**src/rtl/modulo_controle_transferencia_rolhas_pkg.sv**
```systemverilog
// Shared constants for the cork-supply controller: state codes, stock width
// and the default capacities and thresholds of the bottling line.
package pkg_rolhas;

    localparam int W_DEF       = 7;
    localparam int MAX_SEC_DEF = 99;
    localparam int MAX_PRI_DEF = 99;
    localparam int MIN_PRI_DEF = 5;
    localparam int LOTE_DEF    = 20;

    localparam logic [1:0] IDLE   = 2'b00;
    localparam logic [1:0] CARGA  = 2'b01;
    localparam logic [1:0] TRANSF = 2'b10;

endpackage

```
**src/rtl/modulo_controle_transferencia_rolhas_if.sv**
```systemverilog
// Operator / sealer / display signal bundle of the cork-supply controller.
interface modulo_controle_transferencia_rolhas_if
    import pkg_rolhas::*;
#(
    parameter int W = W_DEF
);
    logic         enable;
    logic         op_req;
    logic [W-1:0] op_qtd;
    logic         consome;
    logic [W-1:0] sec_count;
    logic [W-1:0] pri_count;
    logic         ro;
    logic         falta_sec;
    logic         op_rej;
    logic         busy;
    logic [1:0]   estado;

    modport master (
        output enable, op_req, op_qtd, consome,
        input  sec_count, pri_count, ro, falta_sec, op_rej, busy, estado
    );

    modport slave (
        input  enable, op_req, op_qtd, consome,
        output sec_count, pri_count, ro, falta_sec, op_rej, busy, estado
    );
endinterface

```
**src/rtl/modulo_controle_transferencia_rolhas_borda.sv**
```systemverilog
// Rising-edge detector for a level input; the pulse is combinational so the
// edge is acted on at the same clock edge that first samples the new level.
module modulo_detector_borda_sync (
    input  logic clk,
    input  logic rst,
    input  logic din,
    output logic pulse
);
    logic prev_p0;

    always_ff @(posedge clk) begin
        if (rst) prev_p0 <= 1'b0;
        else     prev_p0 <= din;
    end

    assign pulse = din & ~prev_p0;
endmodule

```
**src/rtl/modulo_controle_transferencia_rolhas.sv**
```systemverilog
// Cork-supply sequencer: arbitrates operator bulk loads and automatic primary
// refills over the shared secondary stock, and tracks both stock counters.
module modulo_controle_transferencia_rolhas
    import pkg_rolhas::*;
#(
    parameter int W       = W_DEF,
    parameter int MAX_SEC = MAX_SEC_DEF,
    parameter int MAX_PRI = MAX_PRI_DEF,
    parameter int MIN_PRI = MIN_PRI_DEF,
    parameter int LOTE    = LOTE_DEF
) (
    input  logic clk,
    input  logic rst,
    modulo_controle_transferencia_rolhas_if.slave bus
);
    localparam logic [W-1:0] MIN_W     = W'(MIN_PRI);
    localparam logic [W-1:0] LOTE_W    = W'(LOTE);
    localparam logic [W-1:0] MAX_SEC_W = W'(MAX_SEC);
    localparam logic [W-1:0] MAX_PRI_W = W'(MAX_PRI);
    localparam logic [W:0]   MAX_SEC_X = (W+1)'(MAX_SEC);

    logic [1:0]   state;
    logic [W-1:0] sec_q, pri_q, pri_next, op_rest, xfer;
    logic         op_pend, op_rej_q;
    logic         edge_op, qtd_ok, overflow, occupied, accept, reject;
    logic         ref_req, inc_pri, dec_pri;
    logic [W:0]   sum_op;

    modulo_detector_borda_sync u_borda (
        .clk   (clk),
        .rst   (rst),
        .din   (bus.op_req),
        .pulse (edge_op)
    );

    // Admission of operator loads: zero is silently ignored, overflow or a
    // second request while one is still outstanding is refused.
    assign sum_op   = {1'b0, sec_q} + {1'b0, bus.op_qtd};
    assign qtd_ok   = (bus.op_qtd != '0);
    assign overflow = (sum_op > MAX_SEC_X);
    assign occupied = op_pend || (state == CARGA);
    assign accept   = edge_op && qtd_ok && !occupied && !overflow;
    assign reject   = edge_op && qtd_ok && (occupied || overflow);

    assign ref_req  = bus.enable && (pri_q < MIN_W) && (sec_q >= LOTE_W);

    assign inc_pri  = (state == TRANSF);
    assign dec_pri  = bus.consome && bus.enable && (pri_q != '0);

    always_comb begin
        pri_next = pri_q;
        if (inc_pri && !dec_pri)      pri_next = pri_q + 1'b1;
        else if (!inc_pri && dec_pri) pri_next = pri_q - 1'b1;
    end

    always_ff @(posedge clk) begin
        if (rst) begin
            state    <= IDLE;
            sec_q    <= '0;
            pri_q    <= '0;
            op_pend  <= 1'b0;
            op_rest  <= '0;
            xfer     <= '0;
            op_rej_q <= 1'b0;
        end else begin
            op_rej_q <= reject;
            pri_q    <= pri_next;
            case (state)
                IDLE: begin
                    if (ref_req) begin
                        state <= TRANSF;
                        xfer  <= LOTE_W;
                        if (accept) begin
                            op_pend <= 1'b1;
                            op_rest <= bus.op_qtd;
                        end
                    end else if (op_pend) begin
                        state   <= CARGA;
                        op_pend <= 1'b0;
                    end else if (accept) begin
                        state   <= CARGA;
                        op_rest <= bus.op_qtd;
                    end
                end
                CARGA: begin
                    sec_q   <= sec_q + 1'b1;
                    op_rest <= op_rest - 1'b1;
                    if (op_rest == W'(1)) state <= IDLE;
                end
                TRANSF: begin
                    sec_q <= sec_q - 1'b1;
                    xfer  <= xfer - 1'b1;
                    if (xfer == W'(1)) state <= IDLE;
                    // A load arriving mid-refill waits latched for the next IDLE.
                    if (accept) begin
                        op_pend <= 1'b1;
                        op_rest <= bus.op_qtd;
                    end
                end
                default: state <= IDLE;
            endcase
        end
    end

    always_ff @(posedge clk) begin
        if (!rst) begin
            assert ((sec_q <= MAX_SEC_W) && (pri_q <= MAX_PRI_W) &&
                    !((state == CARGA) && (sec_q == MAX_SEC_W)) &&
                    !((state == TRANSF) && ((sec_q == '0) || (pri_q == MAX_PRI_W))));
        end
    end

    assign bus.sec_count = sec_q;
    assign bus.pri_count = pri_q;
    assign bus.ro        = (pri_q == '0);
    // Shortage is only reported while the line is running.
    assign bus.falta_sec = bus.enable && (pri_q < MIN_W) && (sec_q < LOTE_W);
    assign bus.op_rej    = op_rej_q;
    assign bus.busy      = (state != IDLE);
    assign bus.estado    = state;
endmodule

```
**src/flat_wrapper.sv**
```systemverilog
// flat-port wrapper written by rule: the top's interface ports become plain ports
module modulo_controle_transferencia_rolhas_flat import pkg_rolhas::*;
#(
    parameter int W       = W_DEF,
    parameter int MAX_SEC = MAX_SEC_DEF,
    parameter int MAX_PRI = MAX_PRI_DEF,
    parameter int MIN_PRI = MIN_PRI_DEF,
    parameter int LOTE    = LOTE_DEF
)
  (clk, rst, bus_enable, bus_op_req, bus_op_qtd, bus_consome, bus_sec_count, bus_pri_count, bus_ro, bus_falta_sec, bus_op_rej, bus_busy, bus_estado);
  modulo_controle_transferencia_rolhas_if #(.W(W)) bus_i ();
  input  logic clk;
  input  logic rst;
  input wire logic [$bits(bus_i.enable)-1:0] bus_enable;
  input wire logic [$bits(bus_i.op_req)-1:0] bus_op_req;
  input wire logic [$bits(bus_i.op_qtd)-1:0] bus_op_qtd;
  input wire logic [$bits(bus_i.consome)-1:0] bus_consome;
  output wire logic [$bits(bus_i.sec_count)-1:0] bus_sec_count;
  output wire logic [$bits(bus_i.pri_count)-1:0] bus_pri_count;
  output wire logic [$bits(bus_i.ro)-1:0] bus_ro;
  output wire logic [$bits(bus_i.falta_sec)-1:0] bus_falta_sec;
  output wire logic [$bits(bus_i.op_rej)-1:0] bus_op_rej;
  output wire logic [$bits(bus_i.busy)-1:0] bus_busy;
  output wire logic [$bits(bus_i.estado)-1:0] bus_estado;
  assign bus_i.enable = bus_enable;
  assign bus_i.op_req = bus_op_req;
  assign bus_i.op_qtd = bus_op_qtd;
  assign bus_i.consome = bus_consome;
  assign bus_sec_count = bus_i.sec_count;
  assign bus_pri_count = bus_i.pri_count;
  assign bus_ro = bus_i.ro;
  assign bus_falta_sec = bus_i.falta_sec;
  assign bus_op_rej = bus_i.op_rej;
  assign bus_busy = bus_i.busy;
  assign bus_estado = bus_i.estado;
  modulo_controle_transferencia_rolhas #(.W(W), .MAX_SEC(MAX_SEC), .MAX_PRI(MAX_PRI), .MIN_PRI(MIN_PRI), .LOTE(LOTE)) u_core (.clk(clk), .rst(rst), .bus(bus_i));
endmodule
```
**config.mk**
```make
export PLATFORM = sky130hd
export DESIGN_NAME = modulo_controle_transferencia_rolhas_flat
export DESIGN_NICKNAME = d
export VERILOG_FILES = /design/src/rtl/modulo_controle_transferencia_rolhas_pkg.sv /design/src/rtl/modulo_controle_transferencia_rolhas_if.sv /design/src/rtl/modulo_controle_transferencia_rolhas_borda.sv /design/src/rtl/modulo_controle_transferencia_rolhas.sv /design/src/flat_wrapper.sv
export SDC_FILE = /design/constraint.sdc
export NUM_CORES = 1
export LEC_CHECK = 0
export ABC_AREA = 0
export CORE_MARGIN = 2
export CORE_UTILIZATION = 50
export DETAILED_ROUTE_END_ITERATION = 10
export DONT_BUFFER_PORTS = 1
export GPL_TIMING_DRIVEN = 0
export MAX_ROUTING_LAYER = met4
export PLACE_DENSITY_LB_ADDON = 0.3
export SYNTH_ARGS = -nofsm -noshare
export SYNTH_HDL_FRONTEND = slang
export SYNTH_HIERARCHICAL = 1
export SYNTH_SLANG_ARGS = --single-unit
```
**constraint.sdc**
```tcl
create_clock -name clk -period 3.3 [get_ports clk]
set_input_delay 0.165 -clock clk [delete_from_list [all_inputs] [get_ports clk]]
set_output_delay 0.165 -clock clk [all_outputs]
set_load 0.02 [all_outputs]
```
==> impl_metrics.toml, run 1 <==
[setup_path]
rr_startpoint = "u_core/bus.pri_count[6]"
setup.worst_path.start = "u_core/bus.pri_count[6]"
cp_max_fo = 6
reg2regPathDepth = 13
worstSetupPathType = "reg2reg"
cp.required_ns = 3.52
rrSetupSlack_ns = 0.08
end_kind = "register"
cp-start-kind = "register"
arrival_ns = 3.44
setup.worst_path.end = "u_core/bus.pri_count[6]"
r2r-end = "u_core/bus.pri_count[6]"

[timing]
relSlewSlack_pct = 36.58
report.final.hold_viol_count = 0
setup_tns_ns = 0
skew_ns = 0.005622
fin_ws_ns = 0.07678
clock.fmax_ghz = 0.3102
fin_crit_ns = 3.223
rsz0062_at_grt = "yes"
setup_viol = 0
tightestPinTransition_ns = 0.9426
final_max_slew_viol_count = 0
fin_crit_sh_pct = 97.67

[layout]
fin_nets = 343
area_growth_pct = 10.08
drive_above_1_share_pct = 9.868
n_antenna_cell = 0
instances_no_fill = 358

[synthesis]
ys_types = 48
synth_top_area_share_pct = 27.88
yosysSeqAreaShare_pct = 27.88
postSynthCellCount = 291
synthArstFlopShare_pct = 0
synthTopCellsByArea = "dfxtp_1, ha_1, a21oi_1"
synth_common_cells = "a21oi_1, nor2_1, dfxtp_1, inv_1, ha_1"
synth_edf_count = 0
ys_seq_elements = 33
mappedNetlistArea_mm2 = 0.002370
yosys_warnings = 6
syn_area_per_cell_um2 = 8.144
yosysMostFrequentCell = "a21oi_1"
synth_nets = 331
synthFlopType = "dfxtp_1"
synth.largest_area_cell = "dfxtp_1"

[placed_design]
pre_cts_slack_ns = -0.2800
port_buffers = 0
hpwlAfterDp_um = 3874
gp_congestion = 0.9265
placed_cells = 345

[clocking]
clk_pin_slew_ns = 0.07
cts_inserted_buffers = 5
cts-root-buf = "clkbuf_8"
insertion_delay_ns = 0.29
tritoncts = "done"
clock_path_buffers = 2
htreeDepth = 2
cts_sinks = 33

[power]
p_int_uw = 934.9
leakage_nw = 1.063
p_switching_uw = 650.9
p_sw_share_pct = 41.05
seqPwrFrac_pct = 36.4
power_density_mw_per_mm2 = 607.9
ir_drop_v = 0.0005039
combinationalPowerShare_pct = 44.3
power_mw = 1.586
clkPwrFrac_pct = 19.2

[detailed_routing]
wl_um = 5159
vias_per_cell = 5.709
vias = 2044
avgRoutedWirePerCell_um = 14.41
remaining_drc_errors = 0
first_pass_iters = 4
antenna_left = 0
drt_iter0_markers = 98

[floorplanning]
ios = 32
core_area_mm2 = 0.004661
dieArea_mm2 = 0.005306
die_y_um = 72.85
fp.dieW_um = 72.85
fp-row-count = 25
start_util_pct = 50.85

[grt]
grt_pass1_vias = 1966
grt_usage_pct = 22.17
grt.overflow.total = 0
grt_max_degree = 14
antenna_found_initial = 0
grt_pass1_wl_um = 8852

[run_status]
status = "completed"

[job]
cap_violations = 0

[hold_path]
min_path_type = "in2reg"
==> cell usage in the layout, fill, tap and decap left out, types with 6 or more instances in the layout <==
cell type,n
a21o_1,6
a21oi_1,35
clkbuf_1,8
dfxtp_1,30
ha_1,23
inv_1,25
nand2_1,11
nor2_1,36
nor2b_1,7
o21ai_1,7
or3_1,8
xnor2_1,12
==> metrics by stage <==
stage                     cell area (um2)  hold WS [ns]  util, %
after floorplan                      2385        0.2293        -
final                                2609       0.07321    55.97
after global placement               2452        0.2306    52.62
after CTS                            2592       0.06413    55.62
after detailed placement             2452        0.2306    52.62
after global routing                 2609       0.07880    55.97
==> cell families after synthesis <==
family / count (synthesis) / synth area share (%)
simple gates: 96 / 21.75
compound gates: 81 / 21.81
buf+inv: 34 / 5.385
flops: 33 / 27.88
fa+ha+maj: 28 / 15.73
xor+xnor: 14 / 5.174
mux: 5 / 2.270
==> critical path, cell delays in order, from the launching register on <==
cell	delay (ns)
dfxtp_4	0.38
or4_4	0.57
nor4_4	0.31
nand3b_1	0.18
ha_2	0.21
inv_4	0.06
fa_2	0.35
a21o_1	0.18
a21oi_2	0.13
o21bai_1	0.09
a21oi_2	0.16
xnor2_1	0.08
or3_1	0.32
a21oi_2	0.11
==> power groups by stage <==
stage | registers [mW] | clock network (mW) | logic (mW)
CTS | 0.578 | 0.319 | 0.698
floorplan | 0.563 | 0 | 0.553
global placement | 0.582 | 0 | 0.628
detailed placement | 0.582 | 0 | 0.642
global route | 0.592 | 0.336 | 0.788
finish | 0.578 | 0.305 | 0.703
==> registers in the layout, indices dropped and copies added, names as in the netlist <==
name,flops
u_core/bus.pri_count,7
u_core/bus.sec_count,7
u_core/op_rest,7
u_core/xfer,7
u_core/bus.estado,2
u_core/bus.op_rej,1
u_core/op_pend,1
u_core/u_borda/prev_p0,1
==> area by class of cell <==
cell class	instances	area (um2)
fill	420	2052
inverter	26	100.1
clock inverter	3	17.52
multi-input combinational	224	1615
clock buffer	5	68.82
timing repair buffer	5	40.04
buffer	8	30.03
sequential	33	669.4
tap	54	67.56
==> worst min-delay path by stage <==
stage / from / end / cells after the start
6_report: rst / u_core/op_rest[4] / 2
5_1_grt: rst / u_core/op_rest[4] / 2
4_1_cts: rst / u_core/op_rest[4] / 2
3_5_place_dp: rst / u_core/u_borda/prev_p0 / 1
3_3_place_gp: rst / u_core/u_borda/prev_p0 / 1
2_1_floorplan: rst / u_core/u_borda/prev_p0 / 1
==> repair_timing <==
| action | CTS | global route |
|---|---|---|
| hold buffers | 1 | 0 |
| hold endpoints to repair | 1 | 0 |
| buffers inserted | 3 | 1 |
| setup endpoints to repair | 1 | 3 |
| resized for setup | 10 | 3 |
| pin swaps | 4 | 4 |
==> per-layer routing <==
| metal | vias up | routed length (um) | GRT usage, % |
|---|---|---|---|
| met5 | - | 0 | - |
| met4 | 0 | 64 | 6.379 |
| met3 | 7 | 320 | 6.906 |
| met2 | 46 | 2408 | 36.26 |
| met1 | 939 | 2365 | 26.24 |
| li1 | 1052 | - | - |
Note: power is estimated with default switching activity, not from simulation.
==> inputs of run 2 (changes only) <==
SETUP_SLACK_MARGIN = 0.5   (was not set)
==> impl_metrics.toml, run 2 (same netlist as run 1, synthesis figures left out) <==
[clocking]
tritoncts = "done"
clock_path_buffers = 2
cts_inserted_buffers = 5
cts_sinks = 33
cts-root-buf = "clkbuf_8"
htreeDepth = 2
insertion_delay_ns = 0.29
clk_pin_slew_ns = 0.08

[power]
seqPwrFrac_pct = 32.5
p_int_mw = 1.085
power_density_mw_per_mm2 = 644.5
p_sw_share_pct = 39.39
leakage_nw = 1.146
combinationalPowerShare_pct = 45.6
clkPwrFrac_pct = 21.9
ir_drop_v = 0.0004559
p_switching_uw = 705.3

[hold_path]
hold_path_startpoint = "rst"
min_path_type = "in2reg"

[detailed_routing]
first_pass_iters = 5
vias_per_cell = 5.771
vias = 2118
remaining_drc_errors = 0
antenna_left = 0
avgRoutedWirePerCell_um = 15.17
drt_iter0_markers = 64
wl_um = 5566

[layout]
area_growth_pct = 17.21
drive_above_1_share_pct = 15.65
instances_no_fill = 367
n_antenna_cell = 0
design_area_mm2 = 0.002778
most-common-layout-cells = "nor2_1, a21oi_1, dfxtp_1, inv_1, ha_1"
final_common_cell = "nor2_1"
fin_nets = 352

[grt]
grt.overflow.total = 0
grt_max_degree = 14
grt_pass1_wl_um = 9121
grt_usage_pct = 22.76
antenna_found_initial = 0
grt_pass1_vias = 2018

[floorplanning]
fp-row-count = 25
core_area_mm2 = 0.004661
die_y_um = 72.85
fp.dieW_um = 72.85
dieArea_mm2 = 0.005306
start_util_pct = 50.85
ios = 32

[timing]
skew_ns = 0.009391
relSlewSlack_pct = 39.23
fin_ws_ns = 0.05425
setup_tns_ns = 0
whs_ns = 0.08759
setup_viol = 0
fin_crit_sh_pct = 98.36
tightestPinTransition_ns = 0.9032
clock.fmax_ghz = 0.3081
report.final.hold_viol_count = 0
final_max_slew_viol_count = 0
fin_crit_ns = 3.246
rsz0062_at_grt = "yes"

[setup_path]
cp.required_ns = 3.53
worstSetupPathType = "reg2reg"
rr_startpoint = "u_core/bus.pri_count[4]"
setup.worst_path.start = "u_core/bus.pri_count[4]"
cp_max_fo = 4
cp-start-kind = "register"
arrival_ns = 3.47
end_kind = "register"

[placed_design]
placed_cells = 345
dpl_cell_area_mm2 = 0.002464
gp_congestion = 0.9132
pre_cts_slack_ns = -0.09136
hpwlAfterDp_um = 3890
port_buffers = 0

[run_status]
status = "completed"

[job]
cap_violations = 0
[run 2: changes by cell type in the layout (fill, tap and decap cells not counted), sizes merged]
cell / before / now
clkbuf: 13 / 12
dlygate4sd3: 1 / 2
bufinv: 0 / 1
clkinv: 2 / 1
buf: 4 / 13
[run 2: worst paths after layout]
kind	to	slack [ns]	cells after the start
worst max-delay path	u_core/bus.pri_count[6]	0.05	13
worst max register to register	u_core/bus.pri_count[6]	0.05	13
worst min-delay path	u_core/op_rest[4]	0.09	2
worst min register to register	u_core/op_rest[6]	0.48	2
[run 2: layer usage]
metal | vias to the layer above | share of wire (%) | GRT usage (%)
li1 | 1074 | - | -
met1 | 983 | 45 | 26.84
met2 | 50 | 48 | 37.17
met3 | 11 | 5.3 | 5.939
met4 | 0 | 1.8 | 8.642
met5 | - | 0 | -
[run 2: power by group through the flow]
stage	Sequential, mW	Combinational [mW]	Clock, mW
4_1_cts	0.582	0.723	0.403
6_report	0.582	0.817	0.392
5_1_grt	0.594	0.895	0.422
3_5_place_dp	0.586	0.655	0
2_1_floorplan	0.565	0.563	0
3_3_place_gp	0.585	0.640	0
[run 2: stage by stage]
step	power, mW	util, %
3_3_place_gp	1.225	52.86
6_report	1.790	59.60
5_1_grt	1.911	59.60
3_5_place_dp	1.241	52.86
4_1_cts	1.707	57.56
2_1_floorplan	1.129	-
[run 2: cell type report]
type / count / area [um2]
buffer: 8 / 37.54
clock buffer: 5 / 68.82
clock inverter: 3 / 46.29
fill: 398 / 1883
inverter: 26 / 100.1
multi-input combinational: 224 / 1677
sequential: 33 / 670.6
tap: 54 / 67.56
timing repair buffer: 14 / 110.1
[run 2: worst max-delay path, stage by stage (launching register included)]
cell      delay [ns]
dfxtp_4         0.38
or4_4           0.58
nor4_4          0.32
nand3b_1        0.18
ha_2            0.21
inv_4           0.06
fa_2            0.34
a21o_1          0.17
a21oi_2         0.15
o21bai_1        0.09
a21oi_1         0.17
xnor2_1         0.09
or3_1           0.30
a21oi_1         0.14
[run 2: repair_timing]
item | 4_1_cts | 5_1_grt
hold buffers | 2 | 0
setup endpoints to repair | 12 | 12
setup buffers | 5 | 7
endpoints found under the hold margin | 1 | 0
resized for setup | 11 | 11
pin swaps | 7 | 0
==> inputs of run 3 (changes only) <==
SYNTH_HIERARCHICAL = not set   (was 1)
==> impl_metrics.toml, run 3 <==
[grt]
antenna_found_initial = 0
grt_max_degree = 11
grt_pass1_vias = 2094
grt.overflow.total = 0
grt_pass1_wl_um = 10050
grt_usage_pct = 24.18

[setup_path]
arrival_ns = 3.59
cp-start-kind = "register"
cp_max_fo = 4
worstSetupPathType = "reg2reg"
rr_startpoint = "u_core.bus.pri_count[5]"
cp.required_ns = 3.52
end_kind = "register"
reg2regPathDepth = 13
r2r-end = "u_core.bus.pri_count[6]"
rrSetupSlack_ns = -0.06
setup.worst_path.start = "u_core.bus.pri_count[5]"

[synthesis]
yosys_warnings = 0
synthFlopType = "dfxtp_1"
synth_edf_count = 0
postSynthCellCount = 299
ys_seq_elements = 33
ys_types = 58
yosysMostFrequentCell = "dfxtp_1"
synth_nets = 340
synthTopCellsByArea = "dfxtp_1, ha_1, a21oi_1"
synthArstFlopShare_pct = 0
syn_area_per_cell_um2 = 8.352
mappedNetlistArea_mm2 = 0.002497
synth.largest_area_cell = "dfxtp_1"
synth_common_cells = "dfxtp_1, a21oi_1, nor2_1, ha_1, inv_1"
yosysSeqAreaShare_pct = 26.45
synth_top_area_share_pct = 26.45

[floorplanning]
die_y_um = 74.68
ios = 32
dieArea_mm2 = 0.005576
start_util_pct = 52.53
fp-row-count = 25
fp.dieW_um = 74.68
core_area_mm2 = 0.004755

[placed_design]
pre_cts_slack_ns = -0.05470
port_buffers = 0
gp_congestion = 0.8171
hpwlAfterDp_um = 4253

[hold_path]
min_path_type = "in2reg"
hold_path_startpoint = "bus_op_req"
hold_depth = 1
hold_path_end = "u_core.u_borda.prev_p0"

[timing]
relSlewSlack_pct = 62.09
clock.fmax_ghz = 0.2975
fin_ws_ns = -0.06112
fin_crit_ns = 3.361
whs_ns = 0.01140
setup_viol = 2
report.final.hold_viol_count = 0
tightestPinTransition_ns = 0.5686
fin_crit_sh_pct = 101.9
final_max_slew_viol_count = 0
rsz0062_at_grt = "yes"
skew_ns = 0.006363

[job]
cap_violations = 0

[clocking]
clock_path_buffers = 2
cts_sinks = 33
insertion_delay_ns = 0.29
cts_inserted_buffers = 5
cts_hold_buf = 0
cts-root-buf = "clkbuf_8"
tritoncts = "done"
htreeDepth = 2
clk_pin_slew_ns = 0.07

[layout]
final_common_cell = "nor2_1"
fin_nets = 364
drive_above_1_share_pct = 20.68
n_antenna_cell = 0
most-common-layout-cells = "nor2_1, a21oi_1, dfxtp_1, ha_1, inv_1"
area_growth_pct = 19.79

[detailed_routing]
vias_per_cell = 5.731
drt_iter0_markers = 149
wl_um = 6193
first_pass_iters = 4
avgRoutedWirePerCell_um = 15.84
vias = 2241
antenna_left = 0
remaining_drc_errors = 0

[power]
leakage_nw = 1.206
power_density_mw_per_mm2 = 718.8
ir_drop_v = 0.0006508

[run_status]
status = "finished with violations"
violations = "setup timing"
-- run 3: kinds of logic (layout without fill, tap and decap cells) --
logic type      count (synthesis)  after routing  share of synthesized area (%)
buf+inv                        30             55                          4.509
simple gates                   98             98                          20.64
mux                             4              4                          1.603
xor+xnor                       14             14                          4.910
compound gates                 91             91                          26.45
flops                          33             33                          26.45
fa+ha+maj                      29             29                          15.43
-- run 3: worst max path at each step --
| stage | end |
|---|---|
| finish | u_core.bus.pri_count[6] |
| global route | u_core.bus.pri_count[6] |
| detailed placement | u_core.bus.pri_count[6] |
| CTS | u_core.bus.pri_count[6] |
| global placement | u_core.bus.pri_count[6] |
| floorplan | u_core.bus.pri_count[6] |
-- run 3: worst max-delay path: stages (launching register included) --
cell and delay (ns):
dfxtp_4 0.38, or4_4 0.56, nor4_4 0.41, nand3b_1 0.21, ha_4 0.17, inv_4 0.05
fa_2 0.36, a21o_1 0.18, a21oi_2 0.16, o21bai_1 0.10, a21oi_2 0.18, xnor2_2 0.08
or3_1 0.33, a21oi_2 0.12
-- run 3: report_power, final --
part	total (mW)	leakage (nW)	internal (mW)	switching (mW)
clock	0.406	0.0585	0.246	0.160
sequential	0.629	0.273	0.471	0.158
combinational	1.12	0.874	0.579	0.536
total	2.15	1.21	1.30	0.854
-- run 3: metrics by stage --
| step | cells | power (mW) | area (um2) | TNS [ns] | util, % |
|---|---|---|---|---|---|
| floorplan | 299 | 1.272 | 2524 | 0 | - |
| global placement | 366 | 1.382 | 2608 | -0.01944 | 54.84 |
| detailed placement | 366 | 1.406 | 2608 | -0.07502 | 54.84 |
| CTS | 387 | 1.984 | 2897 | 0 | 60.92 |
| global route | 391 | 2.276 | 2992 | -0.3254 | 62.92 |
| finish | 391 | 2.150 | 2992 | -0.1159 | 62.92 |
-- run 3: area by class of cell --
class	count	area [um2]
Multi-Input combinational cell	236	1856
Fill cell	426	1763
Inverter	23	88.84
Sequential cell	33	678.2
Timing Repair Buffer	17	142.6
Buffer	7	26.28
Tap cell	67	83.83
Clock inverter	1	30.03
Clock buffer	7	86.33
-- run 3: per-layer routing --
layer	global-route usage (%)	wire length (um)	part of all wire (%)	up-vias
met1	31.82	2929	47	1064
met3	5.622	223	3.6	8
met5	-	0	0	-
met4	6.151	68	1.1	0
met2	37.66	2971	48	35
li1	-	-	-	1134
-- run 3: repair_timing --
item / CTS / global route
buffers inserted: 13 / 4
pin swaps: 13 / 7
endpoints found under the setup margin: 6 / 16
gates resized for setup: 16 / 17
